File: config.mk
export PLATFORM = sky130hd
export DESIGN_NAME = vector_alu_sequencer
export DESIGN_NICKNAME = d
export VERILOG_FILES = /design/src/rtl/vector_alu_sequencer.sv
export SDC_FILE = /design/constraint.sdc
export NUM_CORES = 1
export LEC_CHECK = 0
export CELL_PAD_IN_SITES_DETAIL_PLACEMENT = 1
export CELL_PAD_IN_SITES_GLOBAL_PLACEMENT = 1
export CORE_ASPECT_RATIO = 1.4
export CORE_MARGIN = 2
export CORE_UTILIZATION = 30
export DETAILED_ROUTE_END_ITERATION = 8
export DONT_BUFFER_PORTS = 1
export GPL_ROUTABILITY_DRIVEN = 0
export PLACE_DENSITY_LB_ADDON = 0.1
export SLEW_MARGIN = 20
export SYNTH_ARGS = -nofsm -noshare
export SYNTH_HDL_FRONTEND = slang
export SYNTH_SLANG_ARGS = --single-unit
File: constraint.sdc
create_clock -name clk -period 2.67 [get_ports clk]
set_input_delay 0.267 -clock clk [delete_from_list [all_inputs] [get_ports clk]]
set_output_delay 0.267 -clock clk [all_outputs]
set_load 0.1 [all_outputs]
File: src/rtl/vector_alu_sequencer.sv
// vector_alu_sequencer: steps one vector ALU instruction through the VRF/ALU
// datapath in LANE_W-bit beats. It issues register-file reads, ALU strobes and
// byte-masked writebacks, then pulses done when the last beat is written.
// Optional feature macro: VSEQ_VSTART_EN (honor issue_vstart, drive vstart_clr).
module vector_alu_sequencer #(
    parameter int VLEN    = 256,
    parameter int LANE_W  = 64,
    parameter int XLEN    = 32,
    parameter int ALU_LAT = 1
) (
    input  logic                              clk,
    input  logic                              rst,
    input  logic                              issue_valid,
    output logic                              issue_ready,
    input  logic [5:0]                        issue_op,
    input  logic [4:0]                        issue_vd,
    input  logic [4:0]                        issue_vs1,
    input  logic [4:0]                        issue_vs2,
    input  logic [1:0]                        issue_sew,
    input  logic [XLEN-1:0]                   issue_vl,
    input  logic [XLEN-1:0]                   issue_vstart,
    input  logic                              hold,
    output logic                              rf_rd_en,
    output logic [4:0]                        rf_rd_addr_a,
    output logic [4:0]                        rf_rd_addr_b,
    output logic [$clog2(VLEN/LANE_W)-1:0]    rf_rd_beat,
    output logic                              alu_valid,
    output logic [5:0]                        alu_op,
    output logic [1:0]                        alu_sew,
    output logic                              wb_en,
    output logic [4:0]                        wb_addr,
    output logic [$clog2(VLEN/LANE_W)-1:0]    wb_beat,
    output logic [LANE_W/8-1:0]               wb_byte_en,
    output logic                              done,
    output logic                              vstart_clr
);

    localparam int LB    = LANE_W / 8;
    localparam int NBEAT = VLEN / LANE_W;
    localparam int BW    = $clog2(NBEAT);
    localparam int VB    = VLEN / 8;
    localparam int WW    = $clog2(VB) + 1;

    typedef enum logic [1:0] {IDLE, RUN, DRAIN} state_t;

    typedef struct packed {
        logic          valid;
        logic [4:0]    vd;
        logic [BW-1:0] beat;
        logic [LB-1:0] mask;
    } beat_t;

    state_t        state, state_next;
    logic          accept;
    logic          pipe_busy;
    beat_t         pipe [ALU_LAT+1];
    beat_t         rd_beat;

    logic [5:0]    op_q;
    logic [1:0]    sew_q;
    logic [4:0]    vd_q, vs1_q, vs2_q;
    logic [WW-1:0] win_lo_q, win_hi_q;
    logic [BW-1:0] beat_q, last_q;

    logic [XLEN-1:0] vlmax, vl_clamp, vstart_eff;
    logic            empty_instr;
    logic [WW-1:0]   win_lo_n, win_hi_n;
    logic [BW-1:0]   first_n, last_n;
    logic [LB-1:0]   rd_mask;
    logic [WW:0]     byte_idx;

`ifndef VSEQ_VSTART_EN
    logic unused_vstart;
    assign unused_vstart = ^issue_vstart;
`endif

    // Decode the issued instruction into a clamped byte window and beat range
    always_comb begin
        vlmax = XLEN'(VB) >> issue_sew;
        vl_clamp = (issue_vl > vlmax) ? vlmax : issue_vl;
`ifdef VSEQ_VSTART_EN
        vstart_eff = issue_vstart;
`else
        vstart_eff = '0;
`endif
        empty_instr = (vl_clamp == '0) || (vstart_eff >= vl_clamp);
        win_lo_n = WW'(vstart_eff << issue_sew);
        win_hi_n = WW'(vl_clamp << issue_sew);
        first_n = BW'(win_lo_n / WW'(LB));
        last_n = BW'((win_hi_n - WW'(1)) / WW'(LB));
    end

    // Byte mask of the beat being read: bytes inside [win_lo, win_hi)
    always_comb begin
        rd_mask = '0;
        byte_idx = '0;
        for (int k = 0; k < LB; k++) begin
            byte_idx = (WW+1)'(beat_q) * (WW+1)'(LB) + (WW+1)'(k);
            rd_mask[k] = (byte_idx >= {1'b0, win_lo_q}) && (byte_idx < {1'b0, win_hi_q});
        end
        rd_beat = {1'b1, vd_q, beat_q, rd_mask};
    end

    // A beat is still in flight if it sits in any stage before writeback
    always_comb begin
        pipe_busy = 1'b0;
        for (int i = 0; i < ALU_LAT; i++) begin
            pipe_busy = pipe_busy | pipe[i].valid;
        end
    end

    // Next-state and handshake/strobe decode
    always_comb begin
        state_next = state;
        issue_ready = 1'b0;
        rf_rd_en = 1'b0;
        done = 1'b0;
        accept = 1'b0;
        case (state)
            IDLE: begin
                issue_ready = 1'b1;
                if (issue_valid) begin
                    accept = 1'b1;
                    state_next = empty_instr ? DRAIN : RUN;
                end
            end
            RUN: begin
                if (!hold) begin
                    rf_rd_en = 1'b1;
                    if (beat_q == last_q) begin
                        state_next = DRAIN;
                    end
                end
            end
            DRAIN: begin
                if (!pipe_busy) begin
                    done = 1'b1;
                    state_next = IDLE;
                end
            end
            default: state_next = IDLE;
        endcase
    end

    // State register
    always_ff @(posedge clk) begin
        if (rst) begin
            state <= IDLE;
        end else begin
            state <= state_next;
        end
    end

    // Latch instruction fields on accept and walk the beat index while reading
    always_ff @(posedge clk) begin
        if (rst) begin
            op_q <= '0;
            sew_q <= '0;
            vd_q <= '0;
            vs1_q <= '0;
            vs2_q <= '0;
            win_lo_q <= '0;
            win_hi_q <= '0;
            beat_q <= '0;
            last_q <= '0;
        end else if (accept) begin
            op_q <= issue_op;
            sew_q <= issue_sew;
            vd_q <= issue_vd;
            vs1_q <= issue_vs1;
            vs2_q <= issue_vs2;
            win_lo_q <= empty_instr ? '0 : win_lo_n;
            win_hi_q <= empty_instr ? '0 : win_hi_n;
            beat_q <= empty_instr ? '0 : first_n;
            last_q <= empty_instr ? '0 : last_n;
        end else if (rf_rd_en) begin
            beat_q <= beat_q + BW'(1);
        end
    end

    // Beat pipeline: stage 0 is the ALU stage, stage ALU_LAT is writeback
    always_ff @(posedge clk) begin
        if (rst) begin
            for (int i = 0; i <= ALU_LAT; i++) begin
                pipe[i] <= '0;
            end
        end else begin
            pipe[0] <= rf_rd_en ? rd_beat : '0;
            for (int i = 1; i <= ALU_LAT; i++) begin
                pipe[i] <= pipe[i-1];
            end
        end
    end

    assign rf_rd_addr_a = vs1_q;
    assign rf_rd_addr_b = vs2_q;
    assign rf_rd_beat   = beat_q;
    assign alu_valid    = pipe[0].valid;
    assign alu_op       = op_q;
    assign alu_sew      = sew_q;
    assign wb_en        = pipe[ALU_LAT].valid;
    assign wb_addr      = pipe[ALU_LAT].vd;
    assign wb_beat      = pipe[ALU_LAT].beat;
    assign wb_byte_en   = pipe[ALU_LAT].mask;
`ifdef VSEQ_VSTART_EN
    assign vstart_clr   = done;
`else
    assign vstart_clr   = 1'b0;
`endif

endmodule

==> results of run 1 <==
-- final timing paths --
kind                   start           to  slack, ps
hold reg to reg   pipe[0][6]  pipe[0][22]        430
hold / removal          hold   pipe[0][8]         20
setup reg to reg    state[0]   pipe[0][4]        950
setup / recovery    state[0]     rf_rd_en        940
-- cell type report --
class / instances / area share [%]
Multi-Input combinational cell: 210 / 40.4
Inverter: 10 / 1.17
Sequential cell: 67 / 41.9
Tap cell: 110 / 4.30
Clock buffer: 11 / 7.59
Timing Repair Buffer: 13 / 3.36
Clock inverter: 5 / 1.21
-- per-stage QoR --
stage          utilization, %  std cells  setup slack (ps)  power [W]
2_1_floorplan               -        317               249    0.00139
3_3_place_gp             30.8        406               701    0.00142
3_5_place_dp             30.8        406               691    0.00142
4_1_cts                  34.1        425               912    0.00254
5_1_grt                  34.2        426               755    0.00262
6_report                 34.2        426               941    0.00249
-- power by group --
part	total (W)	switching (W)	leakage [nW]	internal (W)
Sequential	0.00120	0.000159	0.545	0.00104
Combinational	0.000216	0.000142	0.531	0.0000737
Clock	0.00108	0.000425	0.136	0.000656
-- critical path, delay by kind of cell (launching register included) --
| kind | cells | cell delay, ps |
|---|---|---|
| simple gates | 2 | 340 |
| buf+inv | 1 | 320 |
| flops | 1 | 470 |
-- logic make-up after synthesis --
family                   after synthesis  synth area share, %
AND/OR/NAND/NOR                      129                 24.6
flip-flops                            67                 47.2
AO/OA/AOI/OAI                         62                 12.7
buffers and inverters                 40                 7.71
adder cells (fa/ha/maj)                9                 3.97
multiplexers                           6                 2.69
XOR/XNOR                               3                0.926
other                                  1                0.132
-- flip-flops by register name, indices dropped and copies added (netlist names), 5 cells and up --
register	flops
rf_rd_addr_b	5
vd_q	5
rf_rd_addr_a	5
pipe	32
win_hi_q	6
alu_op	6
-- Yosys cell counts (6+ instances only) --
cell type and number:
nor2_1 8, buf_4 18, nand2_1 58, nor4_1 8
dfxtp_1 67, inv_1 10, nor2b_1 16, and2_1 6
o21ai_0 6, ha_1 9, nor3_1 6, a21oi_1 36
clkbuf_1 11
-- metal layers --
metal / global-route usage (%) / vias to the layer above / part of all wire (%)
met3: 5.20 / 10 / 7.3
met4: 5.57 / 0 / 1.8
li1: - / 1045 / -
met2: 21.0 / 74 / 48
met5: 0 / - / 0
met1: 16.3 / 947 / 43
-- timing repair --
item,4_1_cts,5_1_grt
buffers inserted,0,0
endpoints found under the setup margin,0,0
hold buffers,3,1
endpoints found under the hold margin,8,2
gates resized for setup,0,0
==> key figures, run 1 <==
Pwr
  – Leak pwr: about 1.2 nW
  – PwrDens: approximately 780 nW/µm²
  – Max VDD drop: 0.363 mV

Synthesis
  – Syn Nets: roughly 420
  – #FFs+latches synth: 67
  – YS warnings: 0
  – Commonest register cell after synthesis: dfxtp_1
  – Area share of the largest cell type after synthesis: 47.2%
  – Mapped Avg Cell Area: approximately 9 µm²
  – Number of synthesized flops with an enable pin: 0
  – Dominant cells by area after synthesis: dfxtp_1 47%, nand2_1 7.7%, a21oi_1 6.3%
  – Fraction of registers with async set/reset: 0%
  – Synth unique cells: approximately 50
  – Post-synthesis cell area: ~2800 µm²
  – Largest area contributor in the netlist: dfxtp_1
  – Mapped Cells: 317
  – Sequential share of the synthesized area: between 40 and 50%

Timing
  – Setup Viol. Count Final: 0
  – Final hold slack: 19.9 ps
  – Final hold violations: 0
  – Setup TNS: 0 ps
  – Max-slew headroom: around a third
  – Tcrit/Tclk final: 64.8%
  – Final count of pins violating max slew: 0
  – RSZ-0062 raised after global routing: false
  – Worst-margin pin slew: between 900 and 1000 ps
  – Fin crit period: 1730 ps
  – Fmax: 0.578 GHz
  – Clk_skew: about 7.5 ps

Clock network
  – CTS tree: yes
  – CTS buffer count: 9
  – Clock latency on the worst-skew pair: about 330 ps
  – Clk buf depth: 2
  – Root Driver: clkbuf_16
  – CTS Sinks: 67
  – Worst-path clk slew: roughly 60 ps
  – H-Tree Depth: 3

Global routing
  – Initial antenna violation count: 0
  – Gr ovfl total: 0
  – Tot GR Track Use: a little over an eighth
  – First-pass GRT wire length: 10700 µm
  – Largest net degree at the start of global routing: 31
  – Vias in the first global route: around 2100

Cells and area
  – Footprint of the multi-input gates: about 1300 µm²
  – Ant. Diodes: 0
  – Most common cell after layout, fill and taps aside: dfxtp_1
  – Share of cells above drive strength 1: 12.3%
  – Reg area: ~1300 µm²
  – Final Instance Area: 3200 µm²
  – Fill cells: around 1100
  – Nets@finish: ~410
  – Area growth, synth to finish: 12.6%
  – Most frequent cells in the layout: 67 x dfxtp_1, 58 x nand2_1, 36 x a21oi_1

Floorplan
  – # IOs: 132
  – Std-Cell Rows: 42
  – Die H: roughly 120 µm
  – Core area: slightly above 9000 µm²
  – Die W: around 86 µm
  – Die area: around 10000 µm²
  – Initial core utilization: between 30% and 40%

Route
  – Detailed-route via count: about 2100
  – Detailed-route wire length: about 6600 µm
  – Post-route DRC: 0
  – First drt pass iteration count: 4
  – DR WL/cell: around 15 µm
  – DR vias/cell: about 5
  – ANT nets after route: 0
  – Initial drt markers: 57

Critical path
  – CP max FO: 5
  – Crit-path cells: nand2b_1, nor2_2, buf_4
  – Critical path data arrival time: roughly 1500 ps
  – Critical path required time: about 2400 ps
  – CP max stage delay: roughly 470 ps
  – Crit. End Element: output port
  – Critical path's slowest cell: dfxtp_1
  – Reg2reg path depth: 5
  – Setup crit start kind: flop
  – Setup CP Type: flop to output port

Status
  – Status: finished, final reports clean

Job
  – Max Cap Viol: 0

Hold path
  – Hold Crit Class: input pin to flop
  – Hold depth: 1

Placed design
  – Dpl hpwl: ~4600 µm
  – IO buf count: 0
  – Placed cell area: between 2000 and 3000 µm²
No activity file was read; power rests on OpenSTA's default activity.
==> run 2, diff against run 1 <==
Clock period 2.67 ns to 1.59 ns, I/O delays scaled along.
==> key figures, run 2 (synthesis results as in run 1) <==
Cells and area
  – Ant. Diodes: 0 (unchanged)
  – Area growth, synth to finish: 32.6%
  – Footprint of the multi-input gates: 1340 µm² (+3.4%)
  – Most frequent cells in the layout: 65 x dfxtp_1, 58 x nand2_1, 46 x buf_4
  – Fill cells: 1081 (-1.4%)
  – Share of cells above drive strength 1: 23.1% (+11 points)
  – Max FFs per register: 32 (unchanged)
  – Biggest register: pipe
  – Non-filler cells, final: 486 (+14%)
  – Final Instance Area: 3760 µm² (+18%)
  – Nets@finish: 471 (+15%)
  – Reg area: 1340 µm² (+0.19%)
  – Most common cell after layout, fill and taps aside: dfxtp_1

Timing
  – Fin crit period: 1490 ps
  – Final hold slack: 15.8 ps (-4.11 ps)
  – Setup Viol. Count Final: 0 (unchanged)
  – Tcrit/Tclk final: between 90% and 100%
  – Clk_skew: 4.69 ps (-2.78 ps)
  – Final count of pins violating max slew: 0 (unchanged)
  – Setup TNS: 0 ps (unchanged)
  – RSZ-0062 raised after global routing: false
  – Fmax: ~0.67 GHz
  – Final hold violations: 0 (unchanged)

Status
  – Status: finished, final reports clean

Route
  – Detailed-route wire length: 6960 µm (+6.2%)
  – Post-route DRC: 0 (unchanged)
  – DR WL met3: 409 µm (-15%)
  – DR vias/cell: 4.73 (-2.8%)
  – ANT nets after route: 0 (unchanged)
  – Top layer used by detailed routing: met4
  – Detailed-route via count: 2301 (+11%)
  – Initial drt markers: 62 (+8.8%)
  – First drt pass iteration count: 4 (unchanged)
  – DR WL/cell: 14.3 µm (-6.9%)
  – Met2 wire length: 3560 µm (+12%)
  – WL met1: 2880 µm (+3.1%)

Placed design
  – IO buf count: 0 (unchanged)
  – Dpl hpwl: 5070 µm (+10%)
  – Placed cell area: 3210 µm² (+12%)
  – Placed cells: 445 (+9.6%)

Floorplan
  – Die area: 10300 µm² (unchanged)
  – Core area: 9350 µm² (unchanged)
  – # IOs: 132 (unchanged)
  – Die W: 86.2 µm (unchanged)
  – Initial core utilization: 30.4% (unchanged)
  – Std-Cell Rows: 42 (unchanged)
  – Die H: 119 µm (unchanged)

Hold path
  – Hold Crit Class: input pin to flop

Global routing
  – Gr ovfl total: 0 (unchanged)
  – Initial antenna violation count: 0 (unchanged)
  – Largest net degree at the start of global routing: 45 (+45%)
  – Vias in the first global route: 2369 (+12%)
  – Tot GR Track Use: 14.0% (+0.60 points)
  – First-pass GRT wire length: 11200 µm (+4.8%)

Job
  – Max Cap Viol: 0 (unchanged)

Clock network
  – Worst-path clk slew: 60 ps (about the same)
  – CTS buffer count: 9 (unchanged)
  – CTS tree: yes
  – Clk buf depth: 2 (unchanged)
  – Clock latency on the worst-skew pair: 330 ps (about the same)
  – CTS Sinks: 67 (unchanged)
  – Root Driver: clkbuf_16
  – H-Tree Depth: 3 (unchanged)
  – Postcts setup bufs: 0 (unchanged)

Pwr
  – Max VDD drop: 0.545 mV (+50%)
  – PwrDens: 1140 nW/µm² (+46%)
  – Leak pwr: 1.52 nW (+26%)
  – Pwr Total: 0.00428 W (+72%)

Critical path
  – Setup crit start kind: flop
  – Critical path required time: 1430 ps (-970 ps)
  – Critical path data arrival time: 1330 ps (-130 ps)
  – CP max FO: 5 (unchanged)
  – Setup CP Type: flop to output port
  – Crit. End Element: output port
run 2: changes by cell type in the layout (fill, tap and decap cells not counted), moves of 2 or more:
cell | previous run | this run
clkinv_4 | 3 | 0
clkinv_2 | 1 | 4
dfxtp_2 | 0 | 2
dfxtp_1 | 67 | 65
buf_12 | 0 | 2
dlygate4sd3_1 | 4 | 24
buf_4 | 9 | 46
run 2: layout make-up:
type                            count  area share, %
Sequential cell                    67           35.7
Multi-Input combinational cell    210           35.5
Timing Repair Buffer               73           17.0
Clock buffer                        9           5.98
Tap cell                          110           3.66
Clock inverter                      7           1.16
Inverter                           10          0.997
run 2: through the flow:
| stage | worst slack (ps) | utilization, % |
|---|---|---|
| CTS | 2.39 | 40.0 |
| global route | 3.15 | 40.2 |
| floorplan | -277 | - |
| finish | 97.0 | 40.2 |
| detailed placement | -242 | 34.3 |
| global placement | -198 | 34.3 |
run 2: layer usage:
metal / global-route usage [%] / up-vias
li1: - / 1165
met1: 15.7 / 1055
met2: 24.0 / 73
met3: 4.30 / 8
met4: 6.45 / 0
met5: 0 / -
run 2: timing repair:
| item | 4_1_cts | 5_1_grt |
|---|---|---|
| endpoints found under the setup margin | 1 | 8 |
| resized for setup | 1 | 6 |
| hold buffers | 25 | 0 |
| endpoints found under the hold margin | 45 | 0 |
| gates cloned | 0 | 0 |
run 2: final timing paths:
path,from,to,slack [ps],depth (start not counted)
worst max-delay path,state[1],rf_rd_en,100,3
worst min-delay path,issue_sew[1],alu_sew[1],20,2
worst max register to register,rf_rd_beat[0],pipe[0][4],150,6
worst min register to register,pipe[0][14],pipe[0][30],430,1
run 2: critical path: stages, from the launching register on:
cell and delay, ps:
dfxtp_1 360, nand2b_2 260, nor2_4 170, buf_8 220
run 2: power breakdown:
part	switching, W	leakage (nW)	internal (W)
Sequential	0.0000372	0.546	0.00174
Combinational	0.000501	0.844	0.000223
Clock	0.000729	0.131	0.00105
==> run 3, diff against run 2 <==
Settings changed: CORE_UTILIZATION 30 to 40.
==> key figures, run 3 (synthesis results as in run 1) <==
Status
  – Status: finished, final reports clean

Timing
  – Clk_skew: 6.56 ps (+1.87 ps)
  – Tcrit/Tclk final: 95.6% (+1.7 points)
  – Final hold violations: 0 (unchanged)
  – Setup Viol. Count Final: 0 (unchanged)
  – Final count of pins violating max slew: 0 (unchanged)
  – RSZ-0062 raised after global routing: false
  – Fmax: 0.658 GHz (-1.7%)
  – Fin crit period: 1520 ps (+26.4 ps)

Clock network
  – CTS buffer count: 9 (unchanged)
  – H-Tree Depth: 3 (unchanged)
  – Clk buf depth: 2 (unchanged)
  – Root Driver: clkbuf_8
  – Worst-path clk slew: 70 ps (about the same)
  – CTS tree: yes
  – Clock latency on the worst-skew pair: 340 ps (about the same)
  – CTS Sinks: 67 (unchanged)

Cells and area
  – Max FFs per register: 32 (unchanged)
  – Biggest register: pipe
  – Ant. Diodes: 0 (unchanged)
  – Most common cell after layout, fill and taps aside: dfxtp_1
  – Fin util: 52.8% (+13 points)
  – Nets@finish: 471 (unchanged)
  – Share of cells above drive strength 1: 22.6% (-0.53 points)
  – Area growth, synth to finish: 28.9%
  – Most frequent cells in the layout: 65 x dfxtp_1, 58 x nand2_1, 45 x buf_4

Global routing
  – Vias in the first global route: 2256 (-4.8%)
  – First-pass GRT wire length: 10800 µm (-3.6%)
  – Largest net degree at the start of global routing: 45 (unchanged)
  – Initial antenna violation count: 0 (unchanged)
  – Gr ovfl total: 0 (unchanged)
  – Tot GR Track Use: 18.2% (+4.2 points)

Route
  – Post-route DRC: 0 (unchanged)
  – Detailed-route via count: 2306 (+0.22%)
  – DR vias/cell: 4.90 (+3.4%)
  – Detailed-route wire length: 6630 µm (-4.8%)
  – Initial drt markers: 65 (+4.8%)
  – First drt pass iteration count: 3 (-1)
  – ANT nets after route: 0 (unchanged)
  – DR WL/cell: 14.1 µm (-1.7%)

Pwr
  – Clock Power Share: 33.8% (-7.7 points)
  – Net Sw Power: 0.00117 W (-7.9%)
  – PwrDens: 1030 nW/µm² (-9.3%)
  – Net Sw Frac: 30.9% (+1.3 points)
  – Max VDD drop: 0.452 mV (-17%)
  – Sequential share of power: 47.1% (+5.5 points)
  – Internal: 0.00260 W (-13%)
  – Comb power frac: 19.1% (+2.2 points)
  – Pwr Total: 0.00377 W (-12%)
  – Leak pwr: 1.48 nW (-2.9%)

Critical path
  – Critical path required time: 1430 ps (about the same)
  – Critical path's slowest cell: dfxtp_1
  – Setup CP Type: flop to output port
  – CP delay by family, top: simple AND/OR/NAND/NOR gates
  – Critical path data arrival time: 1360 ps (+30 ps)
  – Crit-path cells: nand2b_2, nor2_4, buf_8
  – CP max FO: 5 (unchanged)
  – CP Buf/Inv Count: 1 (unchanged)
  – Setup crit start kind: flop
  – CP max stage delay: 360 ps (about the same)
  – Crit. End Element: output port

Floorplan
  – Die area: 7800 µm² (-24%)
  – Initial core utilization: 40.9% (+11 points)
  – Std-Cell Rows: 36 (-14%)
  – Die W: 75.2 µm (-13%)
  – # IOs: 132 (unchanged)
  – Die H: 104 µm (-13%)
  – Core area: 6940 µm² (-26%)

Placed design
  – Dpl hpwl: 4550 µm (-10%)
  – IO buf count: 0 (unchanged)

Hold path
  – Hold Crit Class: input pin to flop

Job
  – Max Cap Viol: 0 (unchanged)
[run 3: per-layer routing]
metal | wire length [µm] | GRT usage [%] | share of wire [%] | vias up
met4 | 174 | 9.65 | 2.6 | 0
li1 | - | - | - | 1160
met3 | 306 | 4.18 | 4.6 | 12
met1 | 2700 | 20.9 | 41 | 1071
met2 | 3450 | 30.5 | 52 | 63
met5 | 0 | 0 | 0 | -
[run 3: power by group through the flow]
stage	combinational, W	clock (W)	sequential, W
floorplan	0.000320	0	0.00204
global placement	0.000635	0	0.00181
detailed placement	0.000641	0	0.00181
CTS	0.000721	0.00133	0.00178
global route	0.000767	0.00142	0.00179
finish	0.000720	0.00127	0.00178
[run 3: worst min-delay path, delay by kind of cell]
kind,cells,cell delay [ps]
AOI/OAI and AO/OA,2,150
and+or+nand+nor,1,30
[run 3: layout make-up]
cell class                 instances  area (µm²)
clock buffer                      12         155
clock inverter                     4        25.0
fill                             821        3280
inverter                          10        37.5
multi-input combinational        210        1340
sequential                        67        1340
tap                               95         119
timing repair buffer              73         643
[run 3: what timing repair did]
action                     4_1_cts  5_1_grt
setup buffers                    0        0
hold endpoints to repair        46        0
hold buffers                    26        0
gates resized for setup          3        4
pin swaps                        0        0
setup endpoints to repair        1        8
[run 3: per-stage QoR]
stage          hold WS [ps]  setup slack (ps)  instances  cell area [µm²]  TNS [ps]
2_1_floorplan           238              -277        317             2910     -1330
3_3_place_gp            238              -187        429             3180      -897
3_5_place_dp            239              -250        429             3180     -1510
4_1_cts                22.7              18.8        471             3640         0
5_1_grt                30.5              15.2        471             3660         0
6_report               43.7              70.6        471             3660         0
[run 3: final timing paths]
| kind | startpoint | to | slack, ps | depth (start not counted) |
|---|---|---|---|---|
| worst max-delay path | state[1] | rf_rd_en | 70 | 3 |
| worst min-delay path | issue_sew[1] | win_hi_q[5] | 40 | 3 |
| worst max register to register | state[0] | win_hi_q[0] | 140 | 5 |
| worst min register to register | pipe[0][1] | pipe[0][17] | 440 | 1 |
